### src/rtl/hazard_pkg.sv
// Shared constants for the pipeline hazard unit and its long-op scoreboard.
package hazard_pkg;

  // Forward-select encodings for the EX operand muxes.
  localparam logic [1:0] FWD_RF = 2'b00;
  localparam logic [1:0] FWD_W  = 2'b01;
  localparam logic [1:0] FWD_M  = 2'b10;

  // Default register index width and the hard-wired zero register.
  localparam int AW_DEF = 5;
  typedef logic [AW_DEF-1:0] reg_idx_t;
  localparam reg_idx_t REG_ZERO = '0;

endpackage

### src/rtl/hazard_lat_timer.sv
// Countdown timer for the single long-latency unit; remembers which
// destination register the outstanding op will write.
module hazard_lat_timer #(
  parameter int AW = 5,
  parameter int LW = 5
) (
  input  logic          clk,
  input  logic          rst_n,
  input  logic          start_i,
  input  logic [LW-1:0] lat_i,
  input  logic [AW-1:0] dst_i,
  output logic          done_o,
  output logic          busy_o,
  output logic [AW-1:0] dst_o
);

  logic [LW-1:0] count_q, count_d;
  logic [AW-1:0] dst_q, dst_d;

  // Load on start (a latency of 0 behaves as 1), otherwise count down to 0.
  always_comb begin
    count_d = count_q;
    dst_d   = dst_q;
    if (start_i) begin
      count_d = (lat_i == '0) ? LW'(1) : lat_i;
      dst_d   = dst_i;
    end else if (count_q != '0) begin
      count_d = count_q - LW'(1);
    end
  end

  // Counter and tracked-destination registers.
  always_ff @(posedge clk or negedge rst_n) begin
    if (!rst_n) begin
      count_q <= '0;
      dst_q   <= '0;
    end else begin
      count_q <= count_d;
      dst_q   <= dst_d;
    end
  end

  assign done_o = (count_q == LW'(1));
  assign busy_o = (count_q != '0);
  assign dst_o  = dst_q;

endmodule

### src/rtl/hazard_scoreboard.sv
// Pipeline hazard unit: load-use and branch stalls, M/W forwarding, and a
// register scoreboard for one variable-latency (mul/div) unit.
// Optional feature macro: HZD_PERF_CNT_EN adds stall_cycles and
// sb_stall_cycles saturating counters.
//
// The decode instruction is checked against the pre-edge scoreboard, so a
// register released on an edge only becomes usable on the following cycle.
module hazard_scoreboard
  import hazard_pkg::*;
#(
  parameter int NREG    = 32,
  parameter int AW      = 5,
  parameter int MAX_LAT = 16,
  parameter int LW      = $clog2(MAX_LAT + 1)
) (
  input  logic            clk,
  input  logic            rst_n,
  input  logic            valid_d,
  input  logic [AW-1:0]   rs_d,
  input  logic [AW-1:0]   rt_d,
  input  logic            use_rs_d,
  input  logic            use_rt_d,
  input  logic [AW-1:0]   dst_d,
  input  logic            regwrite_d,
  input  logic            branch_d,
  input  logic            long_d,
  input  logic [LW-1:0]   lat_d,
  input  logic [AW-1:0]   rs_e,
  input  logic [AW-1:0]   rt_e,
  input  logic [AW-1:0]   dst_e,
  input  logic            regwrite_e,
  input  logic            memtoreg_e,
  input  logic [AW-1:0]   dst_m,
  input  logic            regwrite_m,
  input  logic            memtoreg_m,
  input  logic [AW-1:0]   dst_w,
  input  logic            regwrite_w,
  output logic            stall_f,
  output logic            stall_d,
  output logic            flush_e,
  output logic            fwd_a_d,
  output logic            fwd_b_d,
  output logic [1:0]      fwd_a_e,
  output logic [1:0]      fwd_b_e,
  output logic [NREG-1:0] busy_vec,
`ifdef HZD_PERF_CNT_EN
  output logic [31:0]     stall_cycles,
  output logic [31:0]     sb_stall_cycles,
`endif
  output logic            lu_busy
);

  localparam logic [AW-1:0] ZERO_IDX = AW'(REG_ZERO);

  logic [NREG-1:0] busy_q, busy_d;
  logic            tmr_done, tmr_busy;
  logic [AW-1:0]   tmr_dst;
  logic            lwstall, brstall, sbstall, stall_any, issue;
  logic            m_live, w_live, e_live, lm_live;
  logic [1:0]      fwd_a_e_c, fwd_b_e_c;

  // Scoreboard lookup; indices beyond NREG and register 0 read as idle.
  function automatic logic sb_bit(input logic [NREG-1:0] v, input logic [AW-1:0] idx);
    sb_bit = 1'b0;
    for (int i = 1; i < NREG; i++) begin
      if (idx == AW'(i)) sb_bit = v[i];
    end
  endfunction

  assign m_live  = regwrite_m && (dst_m != ZERO_IDX);
  assign w_live  = regwrite_w && (dst_w != ZERO_IDX);
  assign e_live  = regwrite_e && (dst_e != ZERO_IDX);
  assign lm_live = memtoreg_m && (dst_m != ZERO_IDX);

  // EX operand forwarding, MEM result takes priority over WB.
  always_comb begin
    fwd_a_e_c = FWD_RF;
    fwd_b_e_c = FWD_RF;
    if (m_live && dst_m == rs_e)      fwd_a_e_c = FWD_M;
    else if (w_live && dst_w == rs_e) fwd_a_e_c = FWD_W;
    if (m_live && dst_m == rt_e)      fwd_b_e_c = FWD_M;
    else if (w_live && dst_w == rt_e) fwd_b_e_c = FWD_W;
  end

  // Stall sources: load-use, branch compare in ID, and scoreboard.
  always_comb begin
    lwstall = memtoreg_e && (dst_e != ZERO_IDX) &&
              ((use_rs_d && rs_d == dst_e) || (use_rt_d && rt_d == dst_e));
    brstall = branch_d &&
              ((e_live  && ((use_rs_d && rs_d == dst_e) || (use_rt_d && rt_d == dst_e))) ||
               (lm_live && ((use_rs_d && rs_d == dst_m) || (use_rt_d && rt_d == dst_m))));
    sbstall = valid_d &&
              ((use_rs_d && sb_bit(busy_q, rs_d)) ||
               (use_rt_d && sb_bit(busy_q, rt_d)) ||
               (regwrite_d && sb_bit(busy_q, dst_d)) ||
               (long_d && tmr_busy));
    stall_any = lwstall || brstall || sbstall;
    issue     = valid_d && long_d && !stall_any;
  end

  hazard_lat_timer #(.AW(AW), .LW(LW)) u_timer (
    .clk     (clk),
    .rst_n   (rst_n),
    .start_i (issue),
    .lat_i   (lat_d),
    .dst_i   (dst_d),
    .done_o  (tmr_done),
    .busy_o  (tmr_busy),
    .dst_o   (tmr_dst)
  );

  // Next scoreboard: release the tracked register on completion, mark the
  // issuing destination; register 0 never becomes busy.
  always_comb begin
    busy_d = busy_q;
    for (int i = 1; i < NREG; i++) begin
      if (tmr_done && tmr_dst == AW'(i)) busy_d[i] = 1'b0;
      if (issue && dst_d == AW'(i))      busy_d[i] = 1'b1;
    end
    busy_d[0] = 1'b0;
  end

  // Scoreboard bit array.
  always_ff @(posedge clk or negedge rst_n) begin
    if (!rst_n) busy_q <= '0;
    else        busy_q <= busy_d;
  end

`ifdef HZD_PERF_CNT_EN
  logic [31:0] stall_cnt_q, sb_cnt_q;

  // Saturating counters of total stall cycles and scoreboard stall cycles.
  always_ff @(posedge clk or negedge rst_n) begin
    if (!rst_n) begin
      stall_cnt_q <= '0;
      sb_cnt_q    <= '0;
    end else begin
      if (stall_any && stall_cnt_q != 32'hFFFF_FFFF) stall_cnt_q <= stall_cnt_q + 32'd1;
      if (sbstall && sb_cnt_q != 32'hFFFF_FFFF)      sb_cnt_q    <= sb_cnt_q + 32'd1;
    end
  end

  assign stall_cycles    = stall_cnt_q;
  assign sb_stall_cycles = sb_cnt_q;
`endif

  // Hazard outputs are forced quiet while reset is held.
  assign stall_f  = rst_n && stall_any;
  assign stall_d  = rst_n && stall_any;
  assign flush_e  = rst_n && stall_any;
  assign fwd_a_d  = rst_n && m_live && (dst_m == rs_d);
  assign fwd_b_d  = rst_n && m_live && (dst_m == rt_d);
  assign fwd_a_e  = rst_n ? fwd_a_e_c : FWD_RF;
  assign fwd_b_e  = rst_n ? fwd_b_e_c : FWD_RF;
  assign busy_vec = busy_q;
  assign lu_busy  = tmr_busy;

endmodule

### config.mk
export PLATFORM = sky130hd
export DESIGN_NAME = hazard_scoreboard
export DESIGN_NICKNAME = d
export VERILOG_FILES = /design/src/rtl/hazard_pkg.sv /design/src/rtl/hazard_lat_timer.sv /design/src/rtl/hazard_scoreboard.sv
export SDC_FILE = /design/constraint.sdc
export NUM_CORES = 1
export LEC_CHECK = 0
export BUFFER_PORTS_ARGS = -buffer_cell sky130_fd_sc_hd__buf_4
export CORE_ASPECT_RATIO = 0.8
export CORE_MARGIN = 2
export CORE_UTILIZATION = 59
export DETAILED_ROUTE_END_ITERATION = 16
export GPL_ROUTABILITY_DRIVEN = 0
export PLACE_DENSITY = 0.87
export SLEW_MARGIN = 10
export SYNTH_ARGS = -nofsm -noshare
export SYNTH_HDL_FRONTEND = slang
export SYNTH_SLANG_ARGS = --single-unit
export TNS_END_PERCENT = 20
### constraint.sdc
create_clock -name clk -period 5.2 [get_ports clk]
set_clock_uncertainty 0.1 [all_clocks]
set_input_delay 1.04 -clock clk [delete_from_list [all_inputs] [get_ports clk]]
set_output_delay 1.04 -clock clk [all_outputs]
set_load 0.005 [all_outputs]
; ---- Word-level counts from Yosys, hierarchy flattened
; Cells that the tools add are included.
[word_totals]
wordCells = 469
inputBits = 58
ff_bits = 41
[op_classes]
addsub = 1
reduce_logical = 136
eq_ne = 135
muxes = 164
[op_table]
columns = cell, n
row1 = $eq 5x5->1 const B, 64
row2 = $eq 5x4->1 const B, 32
row3 = $mux 1, 157
row4 = $logic_and 1x1->1, 90
row5 = $eq 5x3->1 const B, 16
row6 = $reduce_bool 2->1, 32
row7 = $eq 5x5->1, 10
row8 = $eq 5x2->1 const B, 8
row9 = $eq 5x1->1 const B, 5
row10 = $reduce_bool 5->1, 4
row11 = $mux 5, 3
row12 = $logic_or 1x1->1, 8
row13 = $mux 2, 4
row14 = $logic_not 5->1, 1
row15 = $sub 5x1->5 const B, 1
row16 = $logic_not 1->1, 1

; ---- Depth between registers and ports, before layout
; Gate-level depths: netlist of run 1.
[logic_depth]
depth_word = 42
mapped_depth = 13
mapped_depth_nobuf = 8

; ---- Cells and area by module
; From an unflattened synthesis of run 1, not the netlist that was laid out.
[unflattened]
hier_cells = 572
area_unflattened_um2 = 4531.8
[by_module_without_submodules]
columns = module, cells_each, seq_area_each_um2, n_inst, area_each_um2
row1 = hazard_scoreboard, 532, 775.7, 1, 4041.4
row2 = hazard_lat_timer, 40, 250.2, 1, 490.5

; ---- Worst setup path after synthesis of run 1
; Ideal clock, no wire load.
[synth_timing]
path_kind = input to output
from = in dst_d[0]
to = out stall_d
setup_slack_ns = 1.317
cell_stages = 10
arrival_time_ns = 2.743
required_ns = 4.060
n_path_buf = 2
cell_sequence = buf_2 -> or4bb_1 -> a21oi_1 -> o221a_2 -> o32ai_1 -> a211oi_1 -> a311o_1 -> nor3_1 -> nor2_1 -> buf_4
[synth_between]
elab_chain_len = 38
[synth_lines]
columns = element, line_no
row1 = "start, declared", hazard_scoreboard.sv:23  ; input logic [AW-1:0] dst_d,
row2 = $eq 5x1->1, hazard_scoreboard.sv:66  ; if (idx == AW'(i)) sb_bit = v[i];
row3 = $mux 1 (30 in a row), hazard_scoreboard.sv:66
row4 = $mux 1 (*), hazard_scoreboard.sv:66
row5 = $logic_and 1x1->1 (*), hazard_scoreboard.sv:95  ; (regwrite_d && sb_bit(busy_q, dst_d)) ||
row6 = $logic_or 1x1->1 (*), hazard_scoreboard.sv:94  ; (use_rt_d && sb_bit(busy_q, rt_d)) ||
row7 = $logic_or 1x1->1 (*), hazard_scoreboard.sv:95
row8 = $logic_and 1x1->1 (*), hazard_scoreboard.sv:92  ; sbstall = valid_d &&
row9 = $logic_or 1x1->1 (*), hazard_scoreboard.sv:97  ; stall_any = lwstall || brstall || sbstall;
row10 = $logic_and 1x1->1 (*), n/a
row11 = "end, declared", hazard_scoreboard.sv:39  ; output logic stall_d,
; Mark *: on every way between the ends. The rest lies on a longest branch, timed or not.

; ---- Worst setup path in the final report of run 1
[layout_timing]
from = in dst_d[2]
to = out flush_e
[layout_between]
elab_chain_len = 38
[layout_lines]
columns = element, line_no
row1 = $eq 5x1->1, hazard_scoreboard.sv:66
row2 = $mux 1 (30 in a row), hazard_scoreboard.sv:66
row3 = $mux 1 (*), hazard_scoreboard.sv:66
row4 = $logic_and 1x1->1 (*), hazard_scoreboard.sv:95
row5 = $logic_or 1x1->1 (*), hazard_scoreboard.sv:94
row6 = $logic_or 1x1->1 (*), hazard_scoreboard.sv:95
row7 = $logic_and 1x1->1 (*), hazard_scoreboard.sv:92
row8 = $logic_or 1x1->1 (*), hazard_scoreboard.sv:97
row9 = $logic_and 1x1->1 (*), hazard_scoreboard.sv:150  ; assign flush_e = rst_n && stall_any;
row10 = "end, declared", hazard_scoreboard.sv:40  ; output logic flush_e,
; Marked as above.

==> results of run 1 <==
[cells in the final DEF (no fill, tap or decap), types with 5 or more instances in the layout]
cell type | netlist | routed
mux2_4 | 5 | 5
nor3_1 | 17 | 17
nand2_1 | 37 | 37
nor3b_1 | 5 | 5
o32ai_1 | 7 | 7
nor2b_1 | 13 | 13
mux2i_1 | 10 | 10
o221ai_1 | 5 | 5
or4_1 | 5 | 5
buf_4 | 8 | 101
nand2b_1 | 20 | 20
clkbuf_8 | 0 | 5
nand4_1 | 5 | 5
nor2_1 | 18 | 18
o31ai_1 | 35 | 35
xnor2_1 | 17 | 17
nand3b_1 | 5 | 5
o21ai_0 | 56 | 56
xor2_1 | 25 | 25
inv_1 | 18 | 18
a31oi_1 | 5 | 5
a21oi_1 | 26 | 26
nor4_1 | 7 | 7
and3_1 | 6 | 6
dfrtp_1 | 41 | 41
nand3_1 | 20 | 20
[worst max-delay path by stage]
stage / start / to / slack (ns)
2_1_floorplan: dst_d[0] / stall_d / 1.32
3_3_place_gp: dst_d[2] / flush_e / 0.95
3_5_place_dp: dst_d[1] / flush_e / 0.89
4_1_cts: dst_d[1] / flush_e / 0.89
5_1_grt: dst_d[1] / stall_d / 0.77
6_report: dst_d[2] / flush_e / 0.84
[flip-flops by register name (all words and copies together) (netlist names)]
| signal | cells |
|---|---|
| busy_vec | 31 |
| u_timer.count_q | 5 |
| u_timer.dst_o | 5 |
[power by group]
part	switching, mW	leakage (nW)	internal (mW)
Combinational	0.370	1.47	0.388
Clock	0.123	0.0543	0.144
Sequential	0.318	0.401	0.450
Total	0.810	1.93	0.982
[kinds of logic (layout without fill, tap and decap cells)]
group / count (synthesis) / after routing / synth area share
buffers and inverters: 63 / 127 / 0.0750
muxes: 19 / 19 / 0.0571
xor gates and xnor gates: 42 / 42 / 0.0907
other: 1 / 1 / 0.000925
adders and majority gates: 2 / 2 / 0.00617
AOI/OAI and AO/OA: 172 / 172 / 0.279
DFF: 41 / 41 / 0.253
and+or+nand+nor: 177 / 177 / 0.238
[critical path: stages]
cell and delay, ns:
buf_4 0.18, or2_2 0.39, o32ai_1 0.32, o221a_2 0.24
o32ai_1 0.07, a211oi_1 0.33, a311o_1 0.24, nor3_1 0.07
nor2_1 0.19, buf_4 0.15
[stage by stage]
stage	area [sq um]	worst slack, ns	instances
final	4800	0.835	665
after global routing	4800	0.774	665
after CTS	4800	0.892	665
after detailed placement	4680	0.892	657
after global placement	4680	0.952	657
after floorplan	4060	1.32	517
[per-layer routing]
metal  track usage  wire, microns  share of wire  up-vias
met1         0.524           5490           0.38     2144
met5        0.0420              0              0        -
li1              -              -              -     2047
met2         0.535           5990           0.41      395
met4         0.159            725          0.050        0
met3         0.117           2280           0.16       84
[area by class of cell]
type,count,area share
multi-input cells,413,0.568
flip-flops and latches,41,0.214
repair buffers,101,0.158
well taps,84,0.0219
clock buffers,5,0.0143
inverters,18,0.0141
clock inverters,3,0.00965
==> results.sh, run 1 <==
export IMPL_status="complete, no violations"
export IMPL_ys_seq_area_frac=0.253
export IMPL_drt_total_wl_microns=14500
export IMPL_first_iter_violations=798
export IMPL_wl_per_cell_microns=21.8
export IMPL_tightest_slew_ns=0.574
export IMPL_min_period_ns=4.36
export IMPL_synth_cell_type_count=66
export IMPL_synth_top_area_frac=0.253
export IMPL_seqCellArea_sq_um=1030
export IMPL_ant_nets=0
export IMPL_synthCells=517
export IMPL_antenna_found_initial=0
export IMPL_worstPathMaxFanout=22
export IMPL_synth_area_per_cell_sq_um=7.84
export IMPL_drc=0
export IMPL_multi_input_area_sq_um=2730
export IMPL_dieHeight_microns=78.2
export IMPL_ys_async_sr_fraction=1.00
export IMPL_finalPower_mw=1.79
export IMPL_fmax_ghz=0.229
export IMPL_critPathKind="in2out"
export IMPL_cap_violations=0
export IMPL_relSlewSlack=0.618
export IMPL_grt_pass1_wl_microns=22900
export IMPL_vias_per_cell=7.02
export IMPL_grt_max_degree=47
export IMPL_holdWs_ns=0.438
export IMPL_synth_seq_cells=41
export IMPL_clk_latency_ns=0.30
export IMPL_clock_sinks=41
export IMPL_initial_core_util=0.623
export IMPL_critPathArrivalTime_ns=3.22
export IMPL_final_nets=640
export IMPL_post_cts_resized=0
export IMPL_hold_path_end="u_timer.count_q[4]$_DFFE_PN0P_"
export IMPL_end_kind="output port"
export IMPL_r2r_end="busy_vec[19]$_DFFE_PN0P_"
export IMPL_die_w_microns=96.7
export IMPL_cts_tree="yes"
export IMPL_fill_cells=514
export IMPL_numCtsBuffers=5
export IMPL_hold_violations=0
export IMPL_first_pass_iters=6
export IMPL_synth_area_leaders="dfrtp_1 25%, o21ai_0 6.9%, o31ai_1 6.5%"
export IMPL_vias=4670
export IMPL_synth_nets=577
export IMPL_grtUsageTotal=0.376
export IMPL_required_ns=4.06
export IMPL_cts_hold_buf=0
export IMPL_r2r_setup_slack_ns=1.96
export IMPL_fp_row_count=26
export IMPL_synth_enable_flop_cells=0
export IMPL_core_sq_um=6510
export IMPL_ir_drop_mv=0.314
export IMPL_area_growth_synth_to_final_pct=18.3
export IMPL_yosysMostFrequentCell="o21ai_0"
export IMPL_synth_top_cell_by_area="dfrtp_1"
export IMPL_post_cts_buffers=0
export IMPL_min_path_cells=2
export IMPL_reg2reg_from="busy_vec[22]$_DFFE_PN0P_"
export IMPL_antenna_cells=0
export IMPL_startpoint_type="primary input"
export IMPL_min_from="u_timer.count_q[4]$_DFFE_PN0P_"
export IMPL_yosysWarningCount=0
export IMPL_fin_util=0.737
export IMPL_synth_ff_type="dfrtp_1"
export IMPL_port_buffers=98
export IMPL_p_leak_nw=1.93
export IMPL_gr_total_overflow=0
export IMPL_power_density_nw_per_um2=374
export IMPL_setup_violations=0
export IMPL_drive_above_1_share=0.215
export IMPL_grt_pass1_vias=4390
export IMPL_io_pins=100
export IMPL_clockBufferDepth=2
export IMPL_synth_commonest_cells="56 x o21ai_0, 41 x dfrtp_1, 37 x nand2_1"
export IMPL_final_period_utilization=0.839
export IMPL_maxSlewViolCount=0
export IMPL_hold_class="reg2reg"
export IMPL_dieArea_sq_um=7560
export IMPL_reg2reg_depth=9
export IMPL_clkTransAtPathRegs_ns=0.08
export IMPL_fin_setup_tns_ns=0
export IMPL_clockRootBuffer="clkbuf_8"
export IMPL_htreeDepth=2
export IMPL_rsz0062_at_grt="no"
export IMPL_dp_hpwl_microns=10500
export IMPL_syn_area_sq_um=4060
Power figures use the tool's default switching activity.
==> run 2, diff against run 1 <==
--- a/config.mk
+++ b/config.mk
@@ -5,13 +5,14 @@
 export SDC_FILE = /design/constraint.sdc
 export NUM_CORES = 1
 export LEC_CHECK = 0
+export ABC_AREA = 1
 export BUFFER_PORTS_ARGS = -buffer_cell sky130_fd_sc_hd__buf_4
 export CORE_ASPECT_RATIO = 0.8
 export CORE_MARGIN = 2
-export CORE_UTILIZATION = 59
+export CORE_UTILIZATION = 54
 export DETAILED_ROUTE_END_ITERATION = 16
 export GPL_ROUTABILITY_DRIVEN = 0
-export PLACE_DENSITY = 0.87
+export PLACE_DENSITY = 0.81
 export SLEW_MARGIN = 10
 export SYNTH_ARGS = -nofsm -noshare
 export SYNTH_HDL_FRONTEND = slang
==> constraint.sdc (replaced) <==
create_clock -name clk -period 4.6 [get_ports clk]
set_clock_uncertainty 0.1 [all_clocks]
set_input_delay 0.92 -clock clk [delete_from_list [all_inputs] [get_ports clk]]
set_output_delay 0.92 -clock clk [all_outputs]
set_load 0.005 [all_outputs]
==> run 2 against run 1 <==
Against the previous run: final cell count up 24%; via count up 7.4%; count of clock-buffer cells in the layout unchanged; utilization down 2.5 points; first-iteration DRC count down 37%; combinational power down 40%; design area up 2.9%; total power down 31%; global-route usage down 2.7 points; sequential power down 37%; critical path depth up 16; critical path type unchanged; largest power group unchanged; highest routed layer unchanged.
==> results.sh, run 2 <==
export IMPL_fp_row_count=27
export IMPL_r2r_end="busy_vec[22]$_DFFE_PN0P_"
export IMPL_critPathArrivalTime_ns=3.46
export IMPL_yosysMostFrequentCell="nand2_1"
export IMPL_critPathMostFrequentCell="nand2_1"
export IMPL_seq_power_share=0.392
export IMPL_synth_area_leaders="dfrtp_1 26%, nand2_1 17%, inv_1 8.4%"
export IMPL_gr_total_overflow=0
export IMPL_ys_seq_area_frac=0.264
export IMPL_fin_util=0.713
export IMPL_synth_enable_flop_cells=0
export IMPL_numCtsBuffers=5
export IMPL_end_kind="output port"
export IMPL_synth_area_per_cell_sq_um=6.12
export IMPL_finalInstanceArea_sq_um=4930
export IMPL_first_pass_iters=7
export IMPL_clockRootBuffer="clkbuf_8"
export IMPL_ys_async_sr_fraction=1.00
export IMPL_reg2reg_depth=29
export IMPL_dp_hpwl_microns=10600
export IMPL_drc=0
export IMPL_final_cell_mix="175 x nand2_1, 116 x buf_4, 85 x inv_1"
export IMPL_hold_class="reg2reg"
export IMPL_fill_cells=601
export IMPL_port_buffers=98
export IMPL_crit_slowest_cell="o21ai_0"
export IMPL_die_w_microns=98.8
export IMPL_power_density_nw_per_um2=250
export IMPL_grt_pass1_wl_microns=22100
export IMPL_synth_top_cell_by_area="dfrtp_1"
export IMPL_synth_seq_cells=41
export IMPL_maxSlewViolCount=0
export IMPL_tightest_slew_ns=0.715
export IMPL_antenna_cells=0
export IMPL_hold_path_end="u_timer.count_q[4]$_DFFE_PN0P_"
export IMPL_core_sq_um=6930
export IMPL_vias=5014
export IMPL_placed_area_sq_um=4660
export IMPL_dp_cells=804
export IMPL_clock_sinks=41
export IMPL_multi_input_area_sq_um=2400
export IMPL_grtUsageTotal=0.349
export IMPL_synthCells=635
export IMPL_synth_top_area_frac=0.264
export IMPL_hold_violations=0
export IMPL_clkTransAtPathRegs_ns=0.08
export IMPL_cp_top_family="simple AND/OR/NAND/NOR gates"
export IMPL_ant_nets=0
export IMPL_worstPathMaxFanout=9
export IMPL_final_nets=799
export IMPL_cts_tree="yes"
export IMPL_seqCellArea_sq_um=1030
export IMPL_min_path_cells=2
export IMPL_initial_core_util=0.561
export IMPL_final_period_utilization=0.975
export IMPL_fmax_ghz=0.223
export IMPL_largest_register_ffs=31
export IMPL_final_common_cell="nand2_1"
export IMPL_grt_pass1_vias=4497
export IMPL_internal_power_mw=0.766
export IMPL_holdWs_ns=0.426
export IMPL_drive_above_1_share=0.205
export IMPL_p_comb_frac=0.366
export IMPL_r2r_setup_slack_ns=0.88
export IMPL_reg2reg_from="busy_vec[2]$_DFFE_PN0P_"
export IMPL_cts_hold_buf=0
export IMPL_syn_area_sq_um=3880
export IMPL_required_ns=3.58
export IMPL_cap_violations=0
export IMPL_setup_violations=0
export IMPL_instances_no_fill=827
export IMPL_p_leak_nw=2.31
export IMPL_p_sw_mw=0.470
export IMPL_vias_per_cell=6.06
export IMPL_io_pins=100
export IMPL_drt_total_wl_microns=14100
export IMPL_startpoint_type="primary input"
export IMPL_max_stage_delay_ns=0.18
export IMPL_p_sw_frac=0.380
export IMPL_first_iter_violations=499
export IMPL_synth_cell_type_count=42
export IMPL_relSlewSlack=0.523
export IMPL_synth_nets=695
export IMPL_status="complete, no violations"
export IMPL_critPathKind="in2out"
export IMPL_rsz0062_at_grt="yes"
export IMPL_synth_ff_type="dfrtp_1"
export IMPL_synth_commonest_cells="175 x nand2_1, 87 x inv_1, 54 x nor2_1"
export IMPL_dieHeight_microns=79.9
export IMPL_clk_latency_ns=0.30
export IMPL_clockBufferDepth=2
export IMPL_grt_max_degree=44
export IMPL_yosysWarningCount=0
export IMPL_area_growth_synth_to_final_pct=27.0
export IMPL_dieArea_sq_um=7890
export IMPL_min_period_ns=4.48
export IMPL_min_from="u_timer.count_q[4]$_DFFE_PN0P_"
export IMPL_antenna_found_initial=0
export IMPL_p_clk_frac=0.242
export IMPL_ir_drop_mv=0.213
export IMPL_wl_per_cell_microns=17.0
export IMPL_htreeDepth=2
export IMPL_path_buf_inv=3
-- run 2: cell types whose count changed after synthesis, moves of 10 or more --
cell      change
inv_1        +69
xor2_1       -14
o21ai_0      -14
nor2b_1      -13
o31ai_1      -35
mux2i_1      -10
a21oi_1      -14
o21ai_1      +16
buf_2        -14
nand3_1      +20
nand4_1      +31
nand2_1     +138
nand2b_1     -20
nor2_1       +36
-- run 2: cell families after synthesis --
group,synth area share
and+or+nand+nor,0.404
buffers and inverters,0.121
AOI/OAI and AO/OA,0.157
DFF,0.264
xor gates and xnor gates,0.0473
adders and majority gates,0.00644
other,0.000965
-- run 2: repair_timing --
action                     in CTS  in global routing
setup endpoints to repair       0                  3
gates resized for setup         0                 14
buffers inserted                0                 15
-- run 2: per-layer routing --
layer	GRT usage	wire length (microns)
met5	0	0
met4	0.123	432
met3	0.0657	2160
met2	0.531	6080
met1	0.495	5390
-- run 2: worst max-delay path by stage --
stage            start  endpoint  cells past startpoint
2_1_floorplan  rs_d[0]   stall_d                     27
5_1_grt        rs_d[0]   stall_f                     27
3_5_place_dp   rs_d[0]   stall_f                     27
3_3_place_gp   rs_d[0]   stall_d                     27
4_1_cts        rs_d[0]   stall_f                     27
6_report       rs_d[0]   stall_f                     26
-- run 2: per-stage QoR --
stage,total power [mW],setup slack (ns),TNS [ns]
floorplan,0.725,0.549,0
global placement,0.900,0.158,0
detailed placement,0.910,0.116,0
CTS,1.21,0.106,0
global route,1.31,-0.0676,-0.201
finish,1.24,0.116,0
-- run 2: power groups by stage --
stage | combinational [mW] | sequential [mW] | clock (mW)
2_1_floorplan | 0.259 | 0.466 | 0
3_3_place_gp | 0.414 | 0.485 | 0
3_5_place_dp | 0.424 | 0.486 | 0
4_1_cts | 0.425 | 0.480 | 0.301
5_1_grt | 0.506 | 0.490 | 0.317
6_report | 0.452 | 0.485 | 0.298
-- run 2: worst reg2reg max path: cells and delay by family (launching register included) --
kind                   cells  cell delay, ns
AOI/OAI and AO/OA          2            0.35
and+or+nand+nor           23            2.13
buffers and inverters      4            0.58
DFF                        1            0.48
-- run 2: area by class of cell --
type	instances	share of cell area
Timing Repair Buffer	120	0.187
Inverter	93	0.0725
Clock inverter	3	0.00938
Tap cell	87	0.0221
Clock buffer	5	0.0139
Multi-Input combinational cell	478	0.487
Sequential cell	41	0.208
==> run 3, diff against run 2 <==
--- a/config.mk
+++ b/config.mk
@@ -9,10 +9,10 @@
 export BUFFER_PORTS_ARGS = -buffer_cell sky130_fd_sc_hd__buf_4
 export CORE_ASPECT_RATIO = 0.8
 export CORE_MARGIN = 2
-export CORE_UTILIZATION = 54
+export CORE_UTILIZATION = 49
 export DETAILED_ROUTE_END_ITERATION = 16
 export GPL_ROUTABILITY_DRIVEN = 0
-export PLACE_DENSITY = 0.81
+export PLACE_DENSITY = 0.78
 export SLEW_MARGIN = 10
 export SYNTH_ARGS = -nofsm -noshare
 export SYNTH_HDL_FRONTEND = slang
==> constraint.sdc (replaced) <==
create_clock -name clk -period 4 [get_ports clk]
set_clock_uncertainty 0.1 [all_clocks]
set_input_delay 0.8 -clock clk [delete_from_list [all_inputs] [get_ports clk]]
set_output_delay 0.8 -clock clk [all_outputs]
set_load 0.005 [all_outputs]
==> run 3 against run 2 <==
Against the previous run: the run now ends with negative setup slack left; critical path depth increased by 3; non-clock buffer count up 14; die area increased by 9.7%; register-to-register slack got worse by 0.30 ns; sequential power is 16% higher; largest cell class unchanged.
==> results.sh, run 3 (synthesis results as in run 2) <==
export IMPL_antenna_cells=0
export IMPL_grt_pass1_wl_microns=22300
export IMPL_gr_total_overflow=0
export IMPL_die_w_microns=104
export IMPL_core_sq_um=7800
export IMPL_grt_pass1_vias=4566
export IMPL_fp_row_count=29
export IMPL_ant_nets=0
export IMPL_startpoint_type="primary input"
export IMPL_finalPower_mw=1.35
export IMPL_final_cell_mix="172 x nand2_1, 132 x buf_4, 82 x inv_1"
export IMPL_required_ns=3.10
export IMPL_instances_no_fill=860
export IMPL_grtUsageTotal=0.315
export IMPL_cap_violations=0
export IMPL_drc=0
export IMPL_worstPathMaxFanout=5
export IMPL_numCtsBuffers=5
export IMPL_first_iter_violations=505
export IMPL_io_pins=100
export IMPL_dieHeight_microns=83.6
export IMPL_fmax_ghz=0.250
export IMPL_hold_violations=0
export IMPL_cts_tree="yes"
export IMPL_critPathKind="in2out"
export IMPL_maxSlewViolCount=0
export IMPL_tightest_slew_ns=0.761
export IMPL_dp_hpwl_microns=11000
export IMPL_setup_ws_ns=-0.00161
export IMPL_clockBufferDepth=2
export IMPL_fin_setup_tns_ns=-0.00161
export IMPL_rsz0062_at_grt="yes"
export IMPL_min_period_ns=4.00
export IMPL_grt_max_degree=42
export IMPL_final_common_cell="nand2_1"
export IMPL_drt_total_wl_microns=14000
export IMPL_end_kind="output port"
export IMPL_htreeDepth=2
export IMPL_vias_per_cell=5.80
export IMPL_final_period_utilization=1.00
export IMPL_ir_drop_mv=0.272
export IMPL_largest_register_ffs=31
export IMPL_port_buffers=98
export IMPL_critPathArrivalTime_ns=3.10
export IMPL_antenna_found_initial=0
export IMPL_dieArea_sq_um=8660
export IMPL_first_pass_iters=6
export IMPL_setup_violations=1
export IMPL_area_growth_synth_to_final_pct=30.2
export IMPL_p_leak_nw=2.38
export IMPL_relSlewSlack=0.493
export IMPL_dp_cells=850
export IMPL_drive_above_1_share=0.237
export IMPL_critPathMostFrequentCell="nand2_1"
export IMPL_violations="negative setup slack"
export IMPL_status="complete, but fails checks"
export IMPL_final_nets=813
export IMPL_hold_class="reg2reg"
export IMPL_clock_sinks=41
export IMPL_crit_slowest_cell="buf_4"
export IMPL_wl_per_cell_microns=16.3
export IMPL_initial_core_util=0.498
export IMPL_max_stage_delay_ns=0.17
export IMPL_post_place_ws_ns=-0.0931
export IMPL_vias=4991
export IMPL_clkTransAtPathRegs_ns=0.07
export IMPL_clockRootBuffer="clkbuf_8"
export IMPL_clk_latency_ns=0.30
export IMPL_power_density_nw_per_um2=266
run 3: repair_timing:
| item | 4_1_cts | 5_1_grt |
|---|---|---|
| cloned | 0 | 0 |
| gates resized for setup | 9 | 17 |
| endpoints found under the hold margin | 0 | 0 |
| hold buffers | 0 | 0 |
| setup endpoints to repair | 3 | 3 |
| pin swaps | 9 | 13 |
| setup buffers | 1 | 3 |
run 3: worst max-delay path: cells and delay by family:
family	cells	cell delay (ns)
AOI/OAI and AO/OA	2	0.10
buffers and inverters	3	0.41
and+or+nand+nor	24	1.79
run 3: through the flow:
stage,util,instance area (sq um),hold slack (ns)
final,0.649,5060,0.416
after global routing,0.649,5060,0.471
after CTS,0.639,4990,0.419
after detailed placement,0.625,4880,0.401
after global placement,0.625,4880,0.393
after floorplan,-,3880,0.370
run 3: metal layers:
| layer | vias to the layer above | GRT usage | share of wire |
|---|---|---|---|
| met5 | - | 0 | 0 |
| met4 | 0 | 0.0848 | 0.024 |
| met3 | 48 | 0.0609 | 0.13 |
| met2 | 348 | 0.498 | 0.44 |
| met1 | 2242 | 0.443 | 0.41 |
| li1 | 2353 | - | - |
run 3: cell type report:
cell class	instances	area, sq um
clock buffer	5	68.8
clock inverter	1	5.00
fill	728	2740
inverter	93	352
multi-input combinational	478	2460
sequential	41	1030
tap	108	135
timing repair buffer	134	1010
run 3: path summary, 6_finish.rpt:
check / endpoint / start / slack (ns) / cells after the start
setup / recovery: stall_f / rt_d[3] / -0.002 / 29
hold / removal: u_timer.dst_o[4]$_DFFE_PN0P_ / u_timer.dst_o[4]$_DFFE_PN0P_ / 0.42 / 2
setup reg to reg: busy_vec[13]$_DFFE_PN0P_ / busy_vec[2]$_DFFE_PN0P_ / 0.58 / 31
hold reg to reg: u_timer.dst_o[4]$_DFFE_PN0P_ / u_timer.dst_o[4]$_DFFE_PN0P_ / 0.42 / 2
max in group asynchronous: busy_vec[20]$_DFFE_PN0P_ / rst_n / 2.90 / 2
min in group asynchronous: u_timer.count_q[2]$_DFFE_PN0P_ / rst_n / 0.54 / 2
run 3: where the power goes:
| part | total (mW) | leakage, nW | switching [mW] | internal, mW |
|---|---|---|---|---|
| Clock | 0.255 | 0.0399 | 0.140 | 0.115 |
| Combinational | 0.528 | 1.95 | 0.302 | 0.226 |
| Sequential | 0.564 | 0.392 | 0.0881 | 0.475 |
| Total | 1.35 | 2.38 | 0.530 | 0.817 |
